==> config.mk <==
export PLATFORM = sky130hd
export DESIGN_NAME = pkt_prio_drainer
export DESIGN_NICKNAME = d
export VERILOG_FILES = /design/src/rtl/pkt_h.sv /design/src/rtl/pkt_tok_bucket.sv /design/src/rtl/pkt_prio_drainer.sv
export SDC_FILE = /design/constraint.sdc
export NUM_CORES = 1
export LEC_CHECK = 0
export CORE_AREA = 8 8 227 185
export CTS_CLUSTER_DIAMETER = 30
export DETAILED_ROUTE_END_ITERATION = 6
export DIE_AREA = 0 0 235 193
export PLACE_DENSITY = 0.75
export SYNTH_ARGS = -nofsm -noshare
export SYNTH_HDL_FRONTEND = slang
export SYNTH_HIERARCHICAL = 1
export SYNTH_SLANG_ARGS = --single-unit
==> constraint.sdc <==
create_clock -name clk -period 10.4 [get_ports clk]
set_clock_uncertainty 0.15 [all_clocks]
set_input_delay 2.08 -clock clk [delete_from_list [all_inputs] [get_ports clk]]
set_output_delay 2.08 -clock clk [all_outputs]
set_load 0.005 [all_outputs]
==> src/rtl/pkt_h.sv <==
// Shared packet-path types: priority width/type, drainer FSM states and
// a saturating 32-bit increment used by the statistics counters.
package pkt_h;

  localparam int PKT_PRIO_W = 3;

  typedef logic [PKT_PRIO_W-1:0] prio_t;

  typedef enum logic [2:0] {
    ST_IDLE,
    ST_REQ,
    ST_WAIT,
    ST_HOLD,
    ST_BACKOFF
  } drain_state_t;

  function automatic logic [31:0] sat_inc32(input logic [31:0] v);
    return (v == '1) ? v : v + 32'd1;
  endfunction

endpackage

==> src/rtl/pkt_tok_bucket.sv <==
// Token bucket: a refill tick every REFILL_PERIOD cycles adds a token up to
// TOK_MAX; consume removes one. Tick and consume together cancel out.
module pkt_tok_bucket #(
  parameter int TOK_MAX       = 8,
  parameter int REFILL_PERIOD = 16,
  localparam int CW           = $clog2(TOK_MAX + 1)
) (
  input  logic          clk,
  input  logic          rst,
  input  logic          consume,
  output logic          tokens_nz,
  output logic [CW-1:0] count
);

  localparam int RW = (REFILL_PERIOD > 1) ? $clog2(REFILL_PERIOD) : 1;

  logic [RW-1:0] refill_timer;
  logic          refill_tick;
  logic          take;

  assign refill_tick = (refill_timer == RW'(REFILL_PERIOD - 1));
  assign tokens_nz   = (count != '0);
  // an empty bucket cannot be drawn below zero
  assign take        = consume && tokens_nz;

  always_ff @(posedge clk) begin
    if (!rst) begin
      refill_timer <= '0;
      count        <= CW'(TOK_MAX);
    end else begin
      refill_timer <= refill_tick ? '0 : refill_timer + 1'b1;
      if (refill_tick && !take) begin
        if (count != CW'(TOK_MAX)) count <= count + 1'b1;
      end else if (take && !refill_tick) begin
        count <= count - 1'b1;
      end
    end
  end

endmodule

==> src/rtl/pkt_prio_drainer.sv <==
// Drains the packet priority queue: paced dequeue requests with response
// timeout/backoff, a single-entry egress slot and per-priority dispatch counters.
module pkt_prio_drainer
  import pkt_h::*;
#(
  parameter int DWIDTH        = 64,
  parameter int PRIO_W        = 3,
  parameter int TOK_MAX       = 8,
  parameter int REFILL_PERIOD = 16,
  parameter int RESP_TIMEOUT  = 32,
  parameter int BACKOFF_CYC   = 8
) (
  input  logic                         clk,
  input  logic                         rst,
  input  logic                         en,
  output logic                         deq_en,
  input  logic                         deq_valid,
  input  logic [DWIDTH-1:0]            deq_data,
  input  logic [PRIO_W-1:0]            deq_prior,
  output logic                         out_valid,
  input  logic                         out_ready,
  output logic [DWIDTH-1:0]            out_addr,
  output logic [PRIO_W-1:0]            out_prior,
  input  logic [PRIO_W-1:0]            stat_sel,
  output logic [31:0]                  stat_cnt,
  output logic [15:0]                  timeout_cnt,
  output logic                         err_drop,
  output drain_state_t                 dbg_state,
  output logic [$clog2(TOK_MAX+1)-1:0] dbg_tokens
);

  localparam int NCNT = 1 << PRIO_W;
  localparam int WW   = $clog2(RESP_TIMEOUT + 1);
  localparam int BW   = $clog2(BACKOFF_CYC + 1);

  drain_state_t  state;
  logic [WW-1:0] wait_cnt;
  logic [BW-1:0] backoff_cnt;
  logic [31:0]   dispatch_cnt [NCNT];
  logic          capture;
  logic          drop;
  logic          tokens_nz;

  // Egress handshake: the slot moves one entry when out_valid && out_ready are
  // both high at a clock edge; while out_valid && !out_ready the contents hold.
  // A response is captured whenever the slot is empty, whatever the state.
  assign capture   = deq_valid && !out_valid;
  assign drop      = deq_valid && out_valid;
  assign dbg_state = state;

  pkt_tok_bucket #(
    .TOK_MAX      (TOK_MAX),
    .REFILL_PERIOD(REFILL_PERIOD)
  ) u_tok (
    .clk      (clk),
    .rst      (rst),
    .consume  (capture),
    .tokens_nz(tokens_nz),
    .count    (dbg_tokens)
  );

  always_ff @(posedge clk) begin
    if (!rst) begin
      state       <= ST_IDLE;
      deq_en      <= 1'b0;
      out_valid   <= 1'b0;
      out_addr    <= '0;
      out_prior   <= '0;
      wait_cnt    <= '0;
      backoff_cnt <= '0;
      timeout_cnt <= '0;
      err_drop    <= 1'b0;
      stat_cnt    <= '0;
      for (int i = 0; i < NCNT; i++) dispatch_cnt[i] <= '0;
    end else begin
      deq_en   <= 1'b0;
      stat_cnt <= dispatch_cnt[stat_sel];
      if (drop) err_drop <= 1'b1;
      if (capture) begin
        out_valid <= 1'b1;
        out_addr  <= deq_data;
        out_prior <= deq_prior;
        state     <= ST_HOLD;
      end else begin
        case (state)
          ST_IDLE: begin
            if (en && !out_valid && tokens_nz) begin
              state  <= ST_REQ;
              deq_en <= 1'b1;
            end
          end
          ST_REQ: begin
            state    <= ST_WAIT;
            wait_cnt <= WW'(1);
          end
          ST_WAIT: begin
            if (wait_cnt == WW'(RESP_TIMEOUT)) begin
              state       <= ST_BACKOFF;
              backoff_cnt <= BW'(1);
              if (timeout_cnt != '1) timeout_cnt <= timeout_cnt + 1'b1;
            end else begin
              wait_cnt <= wait_cnt + 1'b1;
            end
          end
          ST_HOLD: begin
            if (out_ready) begin
              out_valid               <= 1'b0;
              state                   <= ST_IDLE;
              dispatch_cnt[out_prior] <= sat_inc32(dispatch_cnt[out_prior]);
            end
          end
          ST_BACKOFF: begin
            if (backoff_cnt == BW'(BACKOFF_CYC)) state <= ST_IDLE;
            else backoff_cnt <= backoff_cnt + 1'b1;
          end
          default: state <= ST_IDLE;
        endcase
      end
    end
  end

endmodule

==> reports/qor.txt, run 1 <==
VDD IR max = 0.147 mV
Final Max Tran Viols = 0
Worst-path cell chain = clkdlybuf4s50_1 -> inv_4 -> or3_1 -> nor2_1 -> nand2_1 -> buf_4 -> nand2_1 -> buf_4
CTS root buf = clkbuf_16
Crit path capture = dispatch_cnt[1][31]
Placement-stage cell area = 0.0212 sq mm
FF-to-FF End = dispatch_cnt[1][1]
Hold Crit Depth = 2
DIE HEIGHT = 193 um
FMAX = 0.177 GHz
Crit Path Category = in2reg
Most common cell in the netlist = edfxtp_1
Clock insertion delay at the later pin of the skew report = 0.60 ns
Worst EP required = 10.48 ns
N_diodes = 0
Hold Violations, Final = 0
Final #Nets = 1812
Final period utilization = 54.3%
Synth top area cells = edfxtp_1, dfxtp_1, mux4_2, nor2_1, nand2_1
Top post-synthesis cells by count = edfxtp_1, nor2_1, nand2_1
Overflow left after global routing = 0
Power per cell area = 206 mW/mm^2
DRC viols = 0
Worst EP arrival = 5.72 ns
Distinct cells, synth = 75
Setup tns final = 0 ns
FF-to-FF path depth = 8
Final worst slack = 4.76 ns
Vias = 13900
Wire per inst = 23.8 um
Port buffer count = 199
Relative slew margins = 31.2%
Detail Placement HPWL = 33700 um
Routed Antenna Nets = 0
Initial DRT Pass Iterations = 6
Syn-to-layout area delta = 27.6%
CP Capture Type = flop
Drt initial violations = 1400
Starting density of the core = 48.8%
Leading register cell type out of synthesis = edfxtp_1
Longest Clk Path Bufs = 3
Synth warn = 6
Fin crit period = 5.64 ns
Die area = 0.0454 sq mm
Max incr delay on CP = 1.07 ns
Worst slack, placed = 4.24 ns
CTS H-tree lvls = 3
Register area = 0.0105 sq mm
CTS buffer count = 79
Startpoint types = input pin
Worst-Margin Slew = 1.02 ns
R2r setup slk = 5.33 ns
Register area share after synthesis = 55.9%
Core Rows = 65
Vias/cell = 6.06
Leading area contributor after synthesis = edfxtp_1
Initial antenna violation count = 0
Crit Path Max Fanout = 51
FILL cells = 2852
Cts hold-fix bufs = 0
Syn_area_per_cell = 12.4 sq um
Clock slew at reported path FFs = 0.05 ns
Syn Nets = 1606
Die width = 235 um
Postcts setup bufs = 0
Post-Synthesis Cells = 1521
Clock Sinks = 398
CTS tree = done
Num ports = 200
Post-cts sizing count = 0
P_leak = 8.63 nW
RSZ-0062 raised after global routing = false
Mapped Area = 0.0189 sq mm
Vias in the first global route = 14200
All-Layer GR Usage = 23.8%
Endpoints failing setup = 0
Synth top area share = 40.8%
First-pass GRT wire length = 84300 um
Slowest CP cell = clkdlybuf4s50_1
Max-Cap Viols = 0
Critical Path Start = rst
Total core area = 0.0386 sq mm
Status = complete, no violations
Design area = 0.0241 sq mm
Final WL = 54600 um
Share of cells above drive strength 1 = 18.5%
EDFF count, synth = 256
Worst hold path type = reg2reg
GPL Wtd Cong = 0.826
Share of synthesized flip-flops with an asynchronous set or reset = 0%
Largest net degree at the start of global routing = 77
Multi-input gate area = 0.00777 sq mm
Yosys reg bits = 398
flip-flops by register name, indices dropped and copies added (netlist names), named ones only:
register and cells:
dbg_state 3, backoff_cnt 4, out_addr 64, deq_en 1
u_tok/refill_timer 4, err_drop 1, stat_cnt 32, u_tok/count 4
timeout_cnt 16, dispatch_cnt 256, out_valid 1, out_prior 3
wait_cnt 6
critical path, delay by kind of cell:
| family | cells | cell delay, ns |
|---|---|---|
| buffers and inverters | 4 | 2.29 |
| and+or+nand+nor | 4 | 1.30 |
routing by layer:
layer | wire length (um) | GRT usage, % | vias up
met3 | 5230 | 5.95 | 145
met5 | 0 | 0 | -
met1 | 20900 | 29.8 | 6913
met2 | 26800 | 40.4 | 767
li1 | - | - | 6087
met4 | 1680 | 7.95 | 0
layout by cell type (no fill, tap or decap), types with 15 or more instances in the layout:
master / n
mux2i_1: 56
xnor2_1: 16
clkbuf_16: 84
nor3_1: 96
edfxtp_1: 256
dfxtp_1: 140
nand2_1: 185
buf_4: 30
nand3_1: 18
mux4_2: 122
a21oi_1: 82
nor2_1: 246
xor2_1: 22
clkdlybuf4s50_1: 196
nand4_1: 15
through the flow:
step                      utilization [%]  total power, W  hold WS (ns)  cells
after detailed placement             54.8         0.00226         0.296   2148
final                                62.3         0.00494         0.299   2295
after global routing                 62.3         0.00508         0.322   2295
after floorplan                         -         0.00207         0.280   1521
after CTS                            62.3         0.00497         0.302   2295
after global placement               54.8         0.00225         0.292   2148
logic make-up after synthesis:
kind of cell,share of synthesized area (%)
compound gates,4.22
xor+xnor,1.85
fa+ha+maj,0.703
buf+inv,2.97
flops,55.9
mux,19.1
simple gates,15.3
power breakdown:
group	internal (W)	switching [W]
Sequential	0.00175	0.0000476
Clock	0.00184	0.000871
Combinational	0.000201	0.000239
Total	0.00379	0.00116
worst min path at each step:
| stage | from | to | slack (ns) |
|---|---|---|---|
| 3_5_place_dp | out_addr[49] | out_addr[49] | 0.30 |
| 2_1_floorplan | u_tok/refill_timer[0] | u_tok/refill_timer[0] | 0.28 |
| 6_report | out_addr[31] | out_addr[31] | 0.30 |
| 5_1_grt | out_addr[52] | out_addr[52] | 0.32 |
| 4_1_cts | out_addr[49] | out_addr[49] | 0.30 |
| 3_3_place_gp | out_addr[57] | out_addr[57] | 0.29 |
layout make-up:
cell class                 instances  share of cell area (%)
sequential                       398                    43.8
multi-input combinational       1005                    32.3
clock buffer                      96                    9.13
timing repair buffer             228                    9.13
clock inverter                    51                    2.78
tap                              502                    2.61
inverter                          15                   0.244
Note: power is estimated with default switching activity, not from simulation.
==> inputs of run 2 (changes only) <==
==> constraint.sdc (replaced) <==
create_clock -name clk -period 5.47 [get_ports clk]
set_clock_uncertainty 0.15 [all_clocks]
set_input_delay 1.094 -clock clk [delete_from_list [all_inputs] [get_ports clk]]
set_output_delay 1.094 -clock clk [all_outputs]
set_load 0.005 [all_outputs]
==> run 2 against run 1 <==
Compared with the run above:
- clock power rose by 70%
- critical path depth rose by 1
- register-to-register slack got worse by 4.4 ns
- first-iteration DRC count fell by 3.0%
- wire length rose by 0.19%
- core utilization fell by 0.69 points
- critical path type is now reg2reg
==> reports/qor.txt, run 2 (same netlist as run 1, synthesis figures left out) <==
Hold Violations, Final = 0
Core Rows = 65
N_diodes = 0
Overflow left after global routing = 0
Wire per inst = 23.8 um
Crit Path Max Fanout = 35
Syn-to-layout area delta = 26.2%
CP Capture Type = flop
Vias = 13800
Power per cell area = 372 mW/mm^2
Clock slew at reported path FFs = 0.05 ns
Die width = 235 um
Worst EP arrival = 4.62 ns
First-pass GRT wire length = 83700 um
DIE HEIGHT = 193 um
Crit-path leading delay family = simple AND/OR/NAND/NOR gates
Clock Sinks = 398
Cts hold-fix bufs = 0
Most flops, register = dispatch_cnt
Die area = 0.0454 sq mm
Max-Cap Viols = 0
Worst hold path type = reg2reg
Worst-path cell chain = buf_4 -> mux4_2 -> mux2_2 -> ha_1 -> nand3_1 -> or3_1 -> nor3_4 -> nor3_1 -> nor3_1
CTS tree = done
Postcts setup bufs = 0
Routed Antenna Nets = 0
Startpoint types = flop
Longest Clk Path Bufs = 3
Worst EP required = 5.59 ns
Num ports = 200
Final WL = 54700 um
Largest registers = dispatch_cnt x256, out_addr x64, stat_cnt x32
Most frequent cells in the layout = edfxtp_1, nor2_1, clkdlybuf4s50_1
Port buffer count = 199
Commonest non-fill, non-tap cell in the layout = edfxtp_1
Final #Nets = 1816
CTS H-tree lvls = 3
Fin crit period = 4.50 ns
Max incr delay on CP = 0.86 ns
Setup tns final = 0 ns
Status = complete, no violations
CTS root buf = clkbuf_16
All-Layer GR Usage = 23.9%
Total power draw = 0.00885 W
Worst-Margin Slew = 1.12 ns
FF-to-FF path depth = 9
RSZ-0062 raised after global routing = false
P_leak = 8.51 nW
Final period utilization = 82.3%
Max reg flops = 256
GPL Wtd Cong = 0.885
Detail Placement HPWL = 32900 um
Starting density of the core = 48.8%
Post-cts sizing count = 0
VDD IR max = 0.262 mV
Clock insertion delay at the later pin of the skew report = 0.59 ns
FMAX = 0.222 GHz
Vias/cell = 6.03
Endpoints failing setup = 0
Crit Path Category = reg2reg
Drt initial violations = 1358
Largest net degree at the start of global routing = 103
Crit path top cell by count = nor3_1
Critical path buffers and inverters = 1
Critical Path Stages = 9
Initial DRT Pass Iterations = 5
Total core area = 0.0386 sq mm
Hold Crit Depth = 2
Final worst slack = 0.968 ns
Relative slew margins = 25.0%
Final Max Tran Viols = 0
CTS buffer count = 75
Share of cells above drive strength 1 = 18.8%
FILL cells = 2915
Vias in the first global route = 14200
Initial antenna violation count = 0
DRC viols = 0
Worst slack, placed = 0.997 ns
Slowest CP cell = nor3_1
[run 2: cell count changes in the layout (fill, tap and decap cells not counted), moves of 3 or more]
| cell | delta |
|---|---|
| buf_4 | +8 |
| bufinv_16 | -7 |
| clkbuf_16 | -5 |
| clkinv_1 | -8 |
| clkinv_4 | +3 |
| inv_6 | +6 |
[run 2: routing by layer]
metal | vias up | track usage, % | routed length [um]
li1 | 6098 | - | -
met3 | 187 | 4.82 | 5230
met2 | 785 | 42.2 | 27700
met1 | 6762 | 28.1 | 19600
met5 | - | 0 | 0
met4 | 0 | 11.6 | 2200
[run 2: stage by stage]
step | instances | hold WS (ns) | utilization (%) | area [sq um]
final | 2293 | 0.301 | 61.6 | 23800
after global routing | 2293 | 0.315 | 61.6 | 23800
after CTS | 2293 | 0.303 | 61.6 | 23800
after detailed placement | 2156 | 0.296 | 55.0 | 21200
after global placement | 2156 | 0.291 | 55.0 | 21200
after floorplan | 1521 | 0.280 | - | 18900
[run 2: where the power goes]
part	internal, W	switching (W)
combinational	0.000387	0.000450
sequential	0.00333	0.0000952
clock	0.00299	0.00161
total	0.00670	0.00215
[run 2: final cells by class]
| cell class | count | area [sq um] | share of cell area [%] |
|---|---|---|---|
| tap | 502 | 628 | 2.64 |
| sequential | 398 | 10500 | 44.3 |
| inverter | 15 | 58.8 | 0.247 |
| timing repair buffer | 236 | 2260 | 9.49 |
| multi-input combinational | 1005 | 7770 | 32.6 |
| clock inverter | 47 | 493 | 2.07 |
| clock buffer | 90 | 2050 | 8.61 |
[run 2: worst reg2reg max path, cell delays in order, from the launching register on]
cell and delay, ns:
dfxtp_4 0.82, buf_4 0.47, mux4_2 0.55, mux2_2 0.36
ha_1 0.24, nand3_1 0.13, or3_1 0.33, nor3_4 0.14
nor3_1 0.86, nor3_1 0.14
[run 2: path summary, 6_finish.rpt]
kind	startpoint	to	slack (ns)
worst max-delay path	flop	dispatch_cnt[1][25]	0.97
worst min register to register	out_addr[47]	out_addr[47]	0.30
worst min-delay path	out_addr[47]	out_addr[47]	0.30
worst max register to register	flop	dispatch_cnt[1][25]	0.97
==> inputs of run 3 (changes only) <==
--- a/config.mk
+++ b/config.mk
@@ -9,7 +9,7 @@
 export CTS_CLUSTER_DIAMETER = 30
 export DETAILED_ROUTE_END_ITERATION = 6
 export DIE_AREA = 0 0 235 193
-export PLACE_DENSITY = 0.75
+export PLACE_DENSITY = 0.78
 export SYNTH_ARGS = -nofsm -noshare
 export SYNTH_HDL_FRONTEND = slang
 export SYNTH_HIERARCHICAL = 1
==> constraint.sdc (replaced) <==
create_clock -name clk -period 3.9 [get_ports clk]
set_clock_uncertainty 0.15 [all_clocks]
set_input_delay 0.78 -clock clk [delete_from_list [all_inputs] [get_ports clk]]
set_output_delay 0.78 -clock clk [all_outputs]
set_load 0.005 [all_outputs]
==> run 3 against run 2 <==
Compared with the run above:
- clock power is 43% higher
- count of clock-buffer cells in the layout is 1 higher
- global-route usage is 0.25 points lower
- sequential share of layout area is 1.1 points lower
- highest routed layer unchanged
- largest power group unchanged
- cell area is 2.7% higher
- cell count is 2.3% higher
- via count is 1.7% higher
- first-iteration DRC count is 16% higher
- largest cell class unchanged
- wire length is 0.87% lower
- total power is 43% higher
- critical path type unchanged
==> reports/qor.txt, run 3 (same netlist as run 1, synthesis figures left out) <==
DRC viols = 0
Setup tns final = 0 ns
Most flops, register = dispatch_cnt
Power per cell area = 517 mW/mm^2
Longest Clk Path Bufs = 3
Flop pwr share = 37.8%
Hold Violations, Final = 0
Share of cells above drive strength 1 = 21.0%
Most frequent cells in the layout = edfxtp_1, nor2_1, clkdlybuf4s50_1
Met2 GRT Util = 39.4%
Port buffer count = 199
Combinational share of power = 10.1%
Clock insertion delay at the later pin of the skew report = 0.59 ns
Met1 usage = 29.5%
Commonest non-fill, non-tap cell in the layout = edfxtp_1
Status = complete, no violations
Clock Sinks = 398
Vias/cell = 6.00
Largest registers = dispatch_cnt x256, out_addr x64, stat_cnt x32
P_leak = 8.86 nW
Drt initial violations = 1572
Worst-path cell chain = buf_4 -> mux4_2 -> mux2i_1 -> or4_4 -> or4b_1 -> o31ai_1 -> xnor2_1 -> nor2_1
Endpoints failing setup = 0
Initial DRT Pass Iterations = 6
Final Max Tran Viols = 0
Largest net degree at the start of global routing = 87
Core Rows = 65
Max-Cap Viols = 0
N_diodes = 0
CTS root buf = clkbuf_16
Worst EP required = 4.04 ns
FILL cells = 2763
Overflow left after global routing = 0
Syn-to-layout area delta = 29.5%
Routed Antenna Nets = 0
Vias in the first global route = 14400
Max incr delay on CP = 0.66 ns
Final WL = 54200 um
Slowest CP cell = or4b_1
Met3 Track Usage GR = 5.89%
CP Capture Type = flop
Startpoint types = flop
Starting density of the core = 48.8%
Clock power frac = 52.0%
Vias = 14100
Total core area = 0.0386 sq mm
Worst hold path type = reg2reg
Finished Layout Cells = 2345
Worst-Margin Slew = 0.914 ns
CTS tree = done
Initial antenna violation count = 0
RSZ-0062 raised after global routing = false
Die width = 235 um
Relative slew margins = 39.1%
Fin crit period = 3.72 ns
Die area = 0.0454 sq mm
Clock slew at reported path FFs = 0.05 ns
Crit Path Max Fanout = 14
Gr busiest metal = met2
Num ports = 200
Cts hold-fix bufs = 0
GPL Wtd Cong = 0.869
Sw Share = 24.3%
All-Layer GR Usage = 23.7%
First-pass GRT wire length = 83600 um
CTS H-tree lvls = 3
P_int = 0.00956 W
VDD IR max = 0.363 mV
FMAX = 0.269 GHz
Detail Placement HPWL = 33400 um
Sw Pwr = 0.00306 W
Final #Nets = 1867
Crit Path Category = reg2reg
Final period utilization = 95.3%
DIE HEIGHT = 193 um
Wire per inst = 23.1 um
Worst EP arrival = 3.86 ns
Placed Instances = 2205
CTS buffer count = 75
Max reg flops = 256
[run 3: cell count changes in the layout (fill, tap and decap cells not counted), moves of 3 or more]
cell      previous run  this run
clkinv_4             9         6
inv_16               0         3
buf_12               0        13
buf_4               38        76
xnor2_1             16        13
inv_6               12         8
clkinv_1             0         4
xnor2_2              0         3
[run 3: worst paths after layout]
| check | startpoint | endpoint | slack (ns) | cells past startpoint |
|---|---|---|---|---|
| min | out_addr[26] | out_addr[26] | 0.30 | 2 |
| min reg2reg | out_addr[26] | out_addr[26] | 0.30 | 2 |
| max | flop | dispatch_cnt[2][8] | 0.18 | 8 |
| max reg2reg | flop | dispatch_cnt[2][8] | 0.18 | 8 |
[run 3: layout make-up]
| class | count | area, sq um | share of cell area, % |
|---|---|---|---|
| Sequential cell | 398 | 10500 | 43.1 |
| Multi-Input combinational cell | 1005 | 7800 | 31.9 |
| Timing Repair Buffer | 287 | 2800 | 11.5 |
| Clock buffer | 91 | 2020 | 8.27 |
| Tap cell | 502 | 628 | 2.57 |
| Clock inverter | 47 | 576 | 2.36 |
| Inverter | 15 | 58.8 | 0.241 |
[run 3: metal layers]
layer	wire length (um)	vias to the layer above
met5	0	-
met4	1970	0
met3	5500	157
met2	26200	851
met1	20500	6878
li1	-	6185
[run 3: stage by stage]
step / instance area [sq um] / worst slack (ns) / util [%] / hold slack [ns] / total power (W)
2_1_floorplan: 18900 / 0.103 / - / 0.280 / 0.00553
3_5_place_dp: 21800 / 0.159 / 56.4 / 0.296 / 0.00611
3_3_place_gp: 21800 / 0.272 / 56.4 / 0.291 / 0.00607
6_report: 24400 / 0.183 / 63.2 / 0.301 / 0.0126
5_1_grt: 24400 / 0.0234 / 63.2 / 0.321 / 0.0130
4_1_cts: 24400 / 0.139 / 63.1 / 0.302 / 0.0127
[run 3: what timing repair did]
action                                  4_1_cts  5_1_grt
gates resized for setup                       0        5
setup buffers                                 0        2
endpoints found under the setup margin        0       65
[run 3: worst max-delay path, delay by kind of cell (launching register included)]
family                 cells  cell delay [ns]
buffers and inverters      1             0.24
flip-flops                 1             0.35
XOR/XNOR                   1             0.39
AND/OR/NAND/NOR            3             1.40
multiplexers               2             0.40
AO/OA/AOI/OAI              1             0.49
[run 3: power groups by stage]
| stage | logic, W | clock network [W] | registers (W) |
|---|---|---|---|
| 2_1_floorplan | 0.000710 | 0 | 0.00482 |
| 3_3_place_gp | 0.00123 | 0 | 0.00484 |
| 3_5_place_dp | 0.00126 | 0 | 0.00485 |
| 4_1_cts | 0.00127 | 0.00664 | 0.00478 |
| 5_1_grt | 0.00136 | 0.00685 | 0.00480 |
| 6_report | 0.00128 | 0.00657 | 0.00478 |
